$ cat config.mk
export PLATFORM = sky130hd
export DESIGN_NAME = keypad_scanner
export DESIGN_NICKNAME = d
export VERILOG_FILES = /design/src/rtl/keypad_pkg.sv /design/src/rtl/row_sync.sv /design/src/rtl/keypad_scanner.sv
export SDC_FILE = /design/constraint.sdc
export NUM_CORES = 1
export LEC_CHECK = 0
export ABC_AREA = 1
export CAP_MARGIN = 20
export CORE_MARGIN = 8
export CORE_UTILIZATION = 40
export DETAILED_ROUTE_END_ITERATION = 16
export DONT_BUFFER_PORTS = 1
export PLACE_DENSITY = 0.5
export SYNTH_ARGS = -nofsm -noshare
export SYNTH_HDL_FRONTEND = slang
export SYNTH_SLANG_ARGS = --single-unit
export TNS_END_PERCENT = 20
$ cat constraint.sdc
create_clock -name clk -period 2.5 [get_ports clk]
set_clock_uncertainty 0.2 [all_clocks]
set_input_delay 0.25 -clock clk [delete_from_list [all_inputs] [get_ports clk]]
set_output_delay 0.25 -clock clk [all_outputs]
set_load 0.01 [all_outputs]
$ cat src/rtl/keypad_pkg.sv
// rtl/keypad_pkg.sv - shared types, key map and helpers for the keypad scanner
package keypad_pkg;

  localparam int KP_W = 4;

  typedef enum logic [1:0] {
    SCAN,
    DEBOUNCE,
    EMIT,
    RELEASE_WAIT
  } state_t;

  // ASCII legend indexed by {row, col}
  localparam logic [7:0] KEY_MAP [0:15] = '{
    8'h31, 8'h32, 8'h33, 8'h41,
    8'h34, 8'h35, 8'h36, 8'h42,
    8'h37, 8'h38, 8'h39, 8'h43,
    8'h2A, 8'h30, 8'h23, 8'h44
  };

  function automatic logic [1:0] low_row(input logic [KP_W-1:0] rows);
    logic [1:0] idx;
    idx = 2'd0;
    for (int i = KP_W - 1; i >= 0; i--) begin
      if (!rows[i]) idx = 2'(i);
    end
    return idx;
  endfunction

  function automatic logic [KP_W-1:0] col_drive(input logic [1:0] idx);
    return ~(4'b0001 << idx);
  endfunction

endpackage

$ cat src/rtl/row_sync.sv
// rtl/row_sync.sv - two-flop synchronizer for the asynchronous row lines
module row_sync #(
  parameter int WIDTH = 4
) (
  input  logic             clk,
  input  logic             rst,
  input  logic [WIDTH-1:0] raw,
  output logic [WIDTH-1:0] synced
);

  logic [WIDTH-1:0] meta;

  // Idle keypad reads all-ones, so reset to that level to avoid a false press
  always_ff @(posedge clk or posedge rst) begin
    if (rst) begin
      meta   <= '1;
      synced <= '1;
    end else begin
      meta   <= raw;
      synced <= meta;
    end
  end

endmodule

$ cat src/rtl/keypad_scanner.sv
// rtl/keypad_scanner.sv - 4x4 keypad column scanner with debounce and ready/valid key output
module keypad_scanner
  import keypad_pkg::*;
#(
  parameter int unsigned SETTLE_CYC   = 100000,
  parameter int unsigned DEBOUNCE_CYC = 2000000
) (
  input  logic            clk,
  input  logic            rst,
  input  logic [KP_W-1:0] row_in,
  output logic [KP_W-1:0] col_out,
  output logic [7:0]      key_data,
  output logic            key_valid,
  input  logic            key_ready,
  output logic            key_drop
);

  localparam logic [31:0] SETTLE_TC = (SETTLE_CYC > 0) ? 32'(SETTLE_CYC - 1) : 32'd0;
  localparam logic [31:0] DEB_TC    = (DEBOUNCE_CYC > 0) ? 32'(DEBOUNCE_CYC - 1) : 32'd0;

  logic [KP_W-1:0] rows;
  state_t          state;
  logic [1:0]      col_idx;
  logic [1:0]      row_idx;
  logic [31:0]     cnt;

  row_sync #(.WIDTH(KP_W)) u_row_sync (
    .clk    (clk),
    .rst    (rst),
    .raw    (row_in),
    .synced (rows)
  );

  // cnt holds the number of qualifying cycles already seen in the current state
  always_ff @(posedge clk or posedge rst) begin
    if (rst) begin
      state     <= SCAN;
      col_idx   <= 2'd0;
      col_out   <= 4'b1110;
      row_idx   <= 2'd0;
      cnt       <= 32'd0;
      key_data  <= 8'h00;
      key_valid <= 1'b0;
      key_drop  <= 1'b0;
    end else begin
      key_drop <= 1'b0;
      if (key_valid && key_ready) key_valid <= 1'b0;

      case (state)
        SCAN: begin
          if (cnt >= SETTLE_TC) begin
            cnt <= 32'd0;
            if (rows != '1) begin
              row_idx <= low_row(rows);
              state   <= DEBOUNCE;
            end else begin
              col_idx <= col_idx + 2'd1;
              col_out <= col_drive(col_idx + 2'd1);
            end
          end else begin
            cnt <= cnt + 32'd1;
          end
        end

        DEBOUNCE: begin
          if (rows[row_idx]) begin
            cnt     <= 32'd0;
            col_idx <= col_idx + 2'd1;
            col_out <= col_drive(col_idx + 2'd1);
            state   <= SCAN;
          end else if (cnt >= DEB_TC) begin
            cnt   <= 32'd0;
            state <= EMIT;
          end else begin
            cnt <= cnt + 32'd1;
          end
        end

        EMIT: begin
          // A free slot, or one being drained this cycle, takes the new key
          if (!key_valid || key_ready) begin
            key_data  <= KEY_MAP[{row_idx, col_idx}];
            key_valid <= 1'b1;
          end else begin
            key_drop <= 1'b1;
          end
          cnt   <= 32'd0;
          state <= RELEASE_WAIT;
        end

        RELEASE_WAIT: begin
          if (rows != '1) begin
            cnt <= 32'd0;
          end else if (cnt >= DEB_TC) begin
            cnt     <= 32'd0;
            col_idx <= col_idx + 2'd1;
            col_out <= col_drive(col_idx + 2'd1);
            state   <= SCAN;
          end else begin
            cnt <= cnt + 32'd1;
          end
        end

        default: begin
          cnt     <= 32'd0;
          col_idx <= 2'd0;
          col_out <= 4'b1110;
          state   <= SCAN;
        end
      endcase
    end
  end

endmodule

## Yosys cells after proc, flatten, opt, wreduce, memory -nomap -nowiden

Memories as Yosys holds them, arrays and structs flattened. A register that Yosys moved wholly into a read port is not among the register bits.
Index checks and enable logic that the tools add are counted.

- $add $sub $neg: 2
- $mul: 0
- Divide/modulo/power cells: 0
- $lt $le $gt $ge: 3
- Equal/unequal tests: 11
- Shift operators: 1
- Muxes and demuxes: 35
- Bitwise operators: 2
- Reductions and logical operators: 9

Operator list:

| cell | count |
|---|---|
| $mux W32 | 4 |
| $pmux W32 S4 | 1 |
| $add A32 B1 Y32 const B | 1 |
| $ge A32 B17 Y1 const B | 1 |
| $ge A32 B21 Y1 const B | 1 |
| $mux W2 | 15 |
| $mux W4 | 5 |
| $ne A2 B2 Y1 const B | 6 |
| $pmux W4 S3 | 1 |
| $pmux W2 S4 | 1 |
| $mux W1 | 6 |
| $pmux W2 S3 | 1 |
| $reduce_and A6 Y1 | 1 |
| $not A4 Y5 | 1 |
| $reduce_and A5 Y1 | 1 |
| $eq A2 B2 Y1 const B | 2 |
| $ne A4 B4 Y1 const B | 1 |
| $not A4 Y4 | 1 |
| $shl A1 B2 Y4 const A | 1 |
| $lt A2 B3 Y1 const B | 1 |
| $ne A3 B3 Y1 const B | 1 |
| $reduce_and A3 Y1 | 1 |
| $reduce_bool A3 Y1 | 1 |
| $add A2 B1 Y2 const B | 1 |
| 7 further kinds | 7 |

- Register bits: 52
- Bits in latches: 0
- Bits in writable memories: 0
- ROM bits: 128
- Input bits: 7
- Word-level logic and storage cells: 73
- Memories: 1

Memories:

| name | words | width | rd ports | clocked after Yosys merged registers in | wr ports | line | text |
|---|---|---|---|---|---|---|---|
| (name not given) | 16 | 8 | 1 | 1 | 0 | keypad_scanner.sv:82 | `key_data <= KEY_MAP[{row_idx, col_idx}];` |

## Logic depth before layout (Yosys ltp)

- Depth after elaboration: 6
- Mapped depth: 14

## Cells and area by module

From an unflattened synthesis, not the netlist that was laid out.

- Cells, all modules: 333
- Area, all modules: 2990.4 um^2

By module, submodules not included:

| module | instances | cells an instance | area an instance (um^2) | seq. area each (um^2) |
|---|---|---|---|---|
| keypad_scanner | 1 | 324 | 2776.4 | 1280.0 |
| row_sync | 1 | 9 | 214.0 | 210.2 |

## Least setup slack after synthesis

Ideal clock, no wire load.

- Path kind: flip-flop to flip-flop
- Start: reg cnt[0]
- End: reg col_idx[0]
- Arrival: 1.442 ns
- Data required time: 2.183 ns
- Path slack: 0.741 ns
- Cell stages (with the launch flop): 15
- Period minus slack after synthesis: 1.759 ns
- Cells stage by stage: dfrtp_1 ha_1 nand2_2 nor2_4 nand2_2 nand2_1 nand2_1 nand2_1 nand2_2 nand2_2 nand2_2 nand2_4 nand2_4 nand2_1 nand2_1

- Cells in the longest elaborated chain, start to end: 3
- Elaborated cells between the ends (all ways): 5
- Classes of those cells: 2 x order compare; 2 x eq/ne; 1 x reduce/logical

Ends and longest elaborated chain:

| item | line | text |
|---|---|---|
| start: declaration | keypad_scanner.sv:25 | `logic [31:0] cnt;` |
| start signal: assignment | keypad_scanner.sv:61 | `cnt <= cnt + 32'd1;` |
| start signal: assignment | keypad_scanner.sv:75 | `cnt <= cnt + 32'd1;` |
| start signal: assignment | keypad_scanner.sv:100 | `cnt <= cnt + 32'd1;` |
| $ge A32 B21 Y1 or $ge A32 B17 Y1 (tied branches) | keypad_scanner.sv:94, keypad_scanner.sv:51 |  |
| $ne A2 B2 Y1 (no source line) | n/a |  |
| $reduce_and A6 Y1 (no source line) * | n/a |  |
| end signal: assignment | keypad_scanner.sv:57 | `col_idx <= col_idx + 2'd1;` |
| end signal: assignment | keypad_scanner.sv:68 | `col_idx <= col_idx + 2'd1;` |
| end signal: assignment | keypad_scanner.sv:96 | `col_idx <= col_idx + 2'd1;` |
| end: declaration | keypad_scanner.sv:23 | `logic [1:0] col_idx;` |

Mark *: on every way between the ends. The rest lies on a longest branch, timed or not.
A chain may end at the register's enable or synchronous reset.

## Worst setup path after layout

- Start: reg cnt[0]
- End: reg cnt[2]

- Cells in the longest elaborated chain, start to end: 4
- Elaborated cells between the ends (all ways): 8
- Classes of those cells: 1 x add/sub; 2 x order compare; 5 x mux

Ends and longest elaborated chain:

| item | line | text |
|---|---|---|
| $add A32 B1 Y32 or $ge A32 B21 Y1 (tied branches) | n/a |  |
| $mux W32 | keypad_scanner.sv:71, keypad_scanner.sv:94 |  |
| $mux W32 (on tied branches) | keypad_scanner.sv:92, keypad_scanner.sv:66 |  |
| $pmux W32 S4 * | keypad_scanner.sv:49 | `case (state)` |

Marked as above.

==> results.json <==
{
  "io_pins": 21,
  "cap_violations": 0,
  "cts_resized": 0,
  "antenna_found_initial": 0,
  "gp_congestion": 0.860,
  "synth_top_area_share": 0.409,
  "grt_first_pass_wirelength_um": 10100,
  "diodes": 0,
  "wire_per_inst_um": 11.9,
  "synthTopCellsByArea": "dfrtp_1, dfstp_2, nand2_1",
  "hold_path_class": "reg2reg",
  "report.final.slew_viol_count": 0,
  "clk_pin_slew_worst_paths_ns": 0.07,
  "die-area_um2": 10300,
  "stdcell_area_um2": 3340,
  "whs_endpoint": "u_row_sync.synced[2]",
  "grt_pass1_vias": 2125,
  "endpoint_kind": "register",
  "synth_area_um2": 2940,
  "detail_route.vias_per_cell": 4.59,
  "coreArea_um2": 7180,
  "rsz0062_at_grt": "no",
  "antenna_left": 0,
  "start_util": 0.409,
  "outcome": "completed",
  "crit_type": "reg2reg",
  "relSlewSlack": 0.514,
  "r2r_end": "cnt[2]",
  "synth_flop_cell": "dfrtp_1",
  "yosys.area.top_type": "dfrtp_1",
  "grt_usage": 0.126,
  "root_buffer": "clkbuf_8",
  "drtIter0Drc": 82,
  "port-buffer-count": 0,
  "r2r_setup_slack_ns": 0.42,
  "path_max_fanout": 21,
  "rows": 31,
  "htreeDepth": 3,
  "setup-tns-final_ns": 0,
  "grt_overflow": 0,
  "first_pass_iters": 4,
  "cts.sinks": 59,
  "fmax_ghz": 0.481,
  "final-setup-viol-count": 0,
  "finalNetCount": 374,
  "hpwl_um": 3790,
  "tritoncts": "built",
  "place_area_um2": 3080,
  "tightestPinTransition_ns": 0.728,
  "synth-edff-count": 0,
  "synth-warning-count": 0,
  "powerDensity_nw_per_um2": 860,
  "worstReg2RegStart": "cnt[0]",
  "routed_wl_um": 5510,
  "fin_crit_ns": 2.08,
  "clk_latency_ns": 0.34,
  "finalCritPeriodShare": 0.831,
  "critPathArrivalTime_ns": 2.09,
  "layout-drive-gt1-share": 0.168,
  "route.detailed.drc": 0,
  "seq_area_frac_synth": 0.507,
  "synth_area_per_cell_um2": 8.85,
  "power_leakage_nw": 1.51,
  "min_path_cells": 0,
  "reg2regPathDepth": 12,
  "async_flop_share": 1.00,
  "required_ns": 2.52,
  "via_count": 2122,
  "synthDistinctLibCells": 33,
  "cts_setup_buffers": 0,
  "ir_drop_v": 0.000551,
  "cts_buffer_depth": 2,
  "die-width_um": 102,
  "numCtsBuffers": 9,
  "die_h_um": 102,
  "hold_viol": 0,
  "area_delta_synth_final_pct": 13.7,
  "p_total_w": 0.00287,
  "grt_max_degree": 60,
  "synthCells": 332,
  "synth_seq_cells": 59,
  "start_kind": "register",
  "min_from": "u_row_sync.meta[2]"
}
## cell usage in the layout, fill, tap and decap left out, drive strengths merged, types with 4 or more instances in the layout
cell type | synthesis | final
nand2 | 76 | 76
conb | 1 | 12
o21ai | 15 | 15
clkbuf | 0 | 9
dfstp | 11 | 11
nand3 | 23 | 23
ha | 9 | 9
inv | 40 | 42
nor2 | 55 | 55
nor3 | 11 | 11
xor2 | 13 | 13
nand3b | 4 | 4
dfrtp | 48 | 48
dlygate4sd3 | 0 | 6
a21oi | 9 | 9
## state kept, by name, summed over array words and instances (netlist names), named ones only
register	flops
key_drop	1
col_idx	2
cnt	32
row_idx	2
col_out	4
key_valid	1
u_row_sync.synced	4
key_data	7
u_row_sync.meta	4
state	1
## kinds of logic (layout without fill, tap and decap cells)
kind of cell               after synthesis  count (layout)  synth area share
AOI/OAI and AO/OA                       32              32            0.0618
xor gates and xnor gates                15              15            0.0447
adders and majority gates                9               9            0.0383
buffers and inverters                   44              64            0.0639
DFF                                     59              59             0.507
other                                    1              12           0.00128
and+or+nand+nor                        172             172             0.282
## worst max-delay path, stage by stage (launching register included)
cell	delay, ns
dfrtp_1	0.38
ha_1	0.23
nand2_2	0.12
nor2_4	0.13
nand2_2	0.08
nand2_1	0.08
nand2_1	0.05
nand2_1	0.08
nand2_2	0.07
nand3_1	0.09
nand2_1	0.06
inv_2	0.32
nor3_1	0.08
## cell type report
cell class                 instances  area, um^2
clock inverter                     7        76.3
clock buffer                       9         124
timing repair buffer               8        75.1
inverter                          40         150
tap                               99         124
sequential                        59        1490
multi-input combinational        240        1300
fill                             699        3840
## routing by layer
layer / up-vias / global-route usage / share of wire
met5: - / 0 / 0
met4: 0 / 0.0389 / 0.010
met1: 987 / 0.165 / 0.51
li1: 1096 / - / -
met2: 32 / 0.180 / 0.43
met3: 7 / 0.0557 / 0.049
## cells in the mapped netlist, types with 3 or more instances
master / instances
o21ai_0: 13
nor2_1: 47
nor2_2: 3
nor2_4: 5
dfstp_2: 11
nand3b_1: 4
inv_1: 35
ha_1: 9
dfrtp_1: 48
nand3_1: 21
inv_2: 5
xor2_1: 13
nor3_1: 7
nand2_1: 65
nand2_2: 9
nor3_2: 3
a21oi_1: 9
## metrics by stage
stage | util | hold slack (ns) | cells | worst slack [ns]
after global placement | 0.429 | 0.0546 | 440 | 0.422
after global routing | 0.465 | 0.162 | 462 | 0.201
after floorplan | - | 0.0545 | 343 | 0.612
final | 0.465 | 0.155 | 462 | 0.421
after CTS | 0.465 | 0.160 | 462 | 0.400
after detailed placement | 0.429 | 0.0546 | 440 | 0.414
## power breakdown
group	total [W]	internal [W]	switching, W	leakage (nW)
logic	0.000653	0.000240	0.000413	0.676
registers	0.00133	0.00114	0.000195	0.735
clock network	0.000884	0.000466	0.000418	0.0962
total	0.00287	0.00184	0.00103	1.51
## timing repair
item                                    CTS  global route
endpoints found under the hold margin    54             0
hold buffers                              6             0
endpoints found under the setup margin    0             0
## how the worst max path moves through the flow
stage,cells past startpoint,endpoint,start
floorplan,1,async pin,rst
global placement,12,cnt[2],cnt[0]
detailed placement,12,cnt[13],cnt[0]
CTS,12,cnt[10],cnt[0]
global route,10,cnt[2],cnt[0]
finish,12,cnt[2],cnt[0]
No activity file was read; power rests on OpenSTA's default activity.
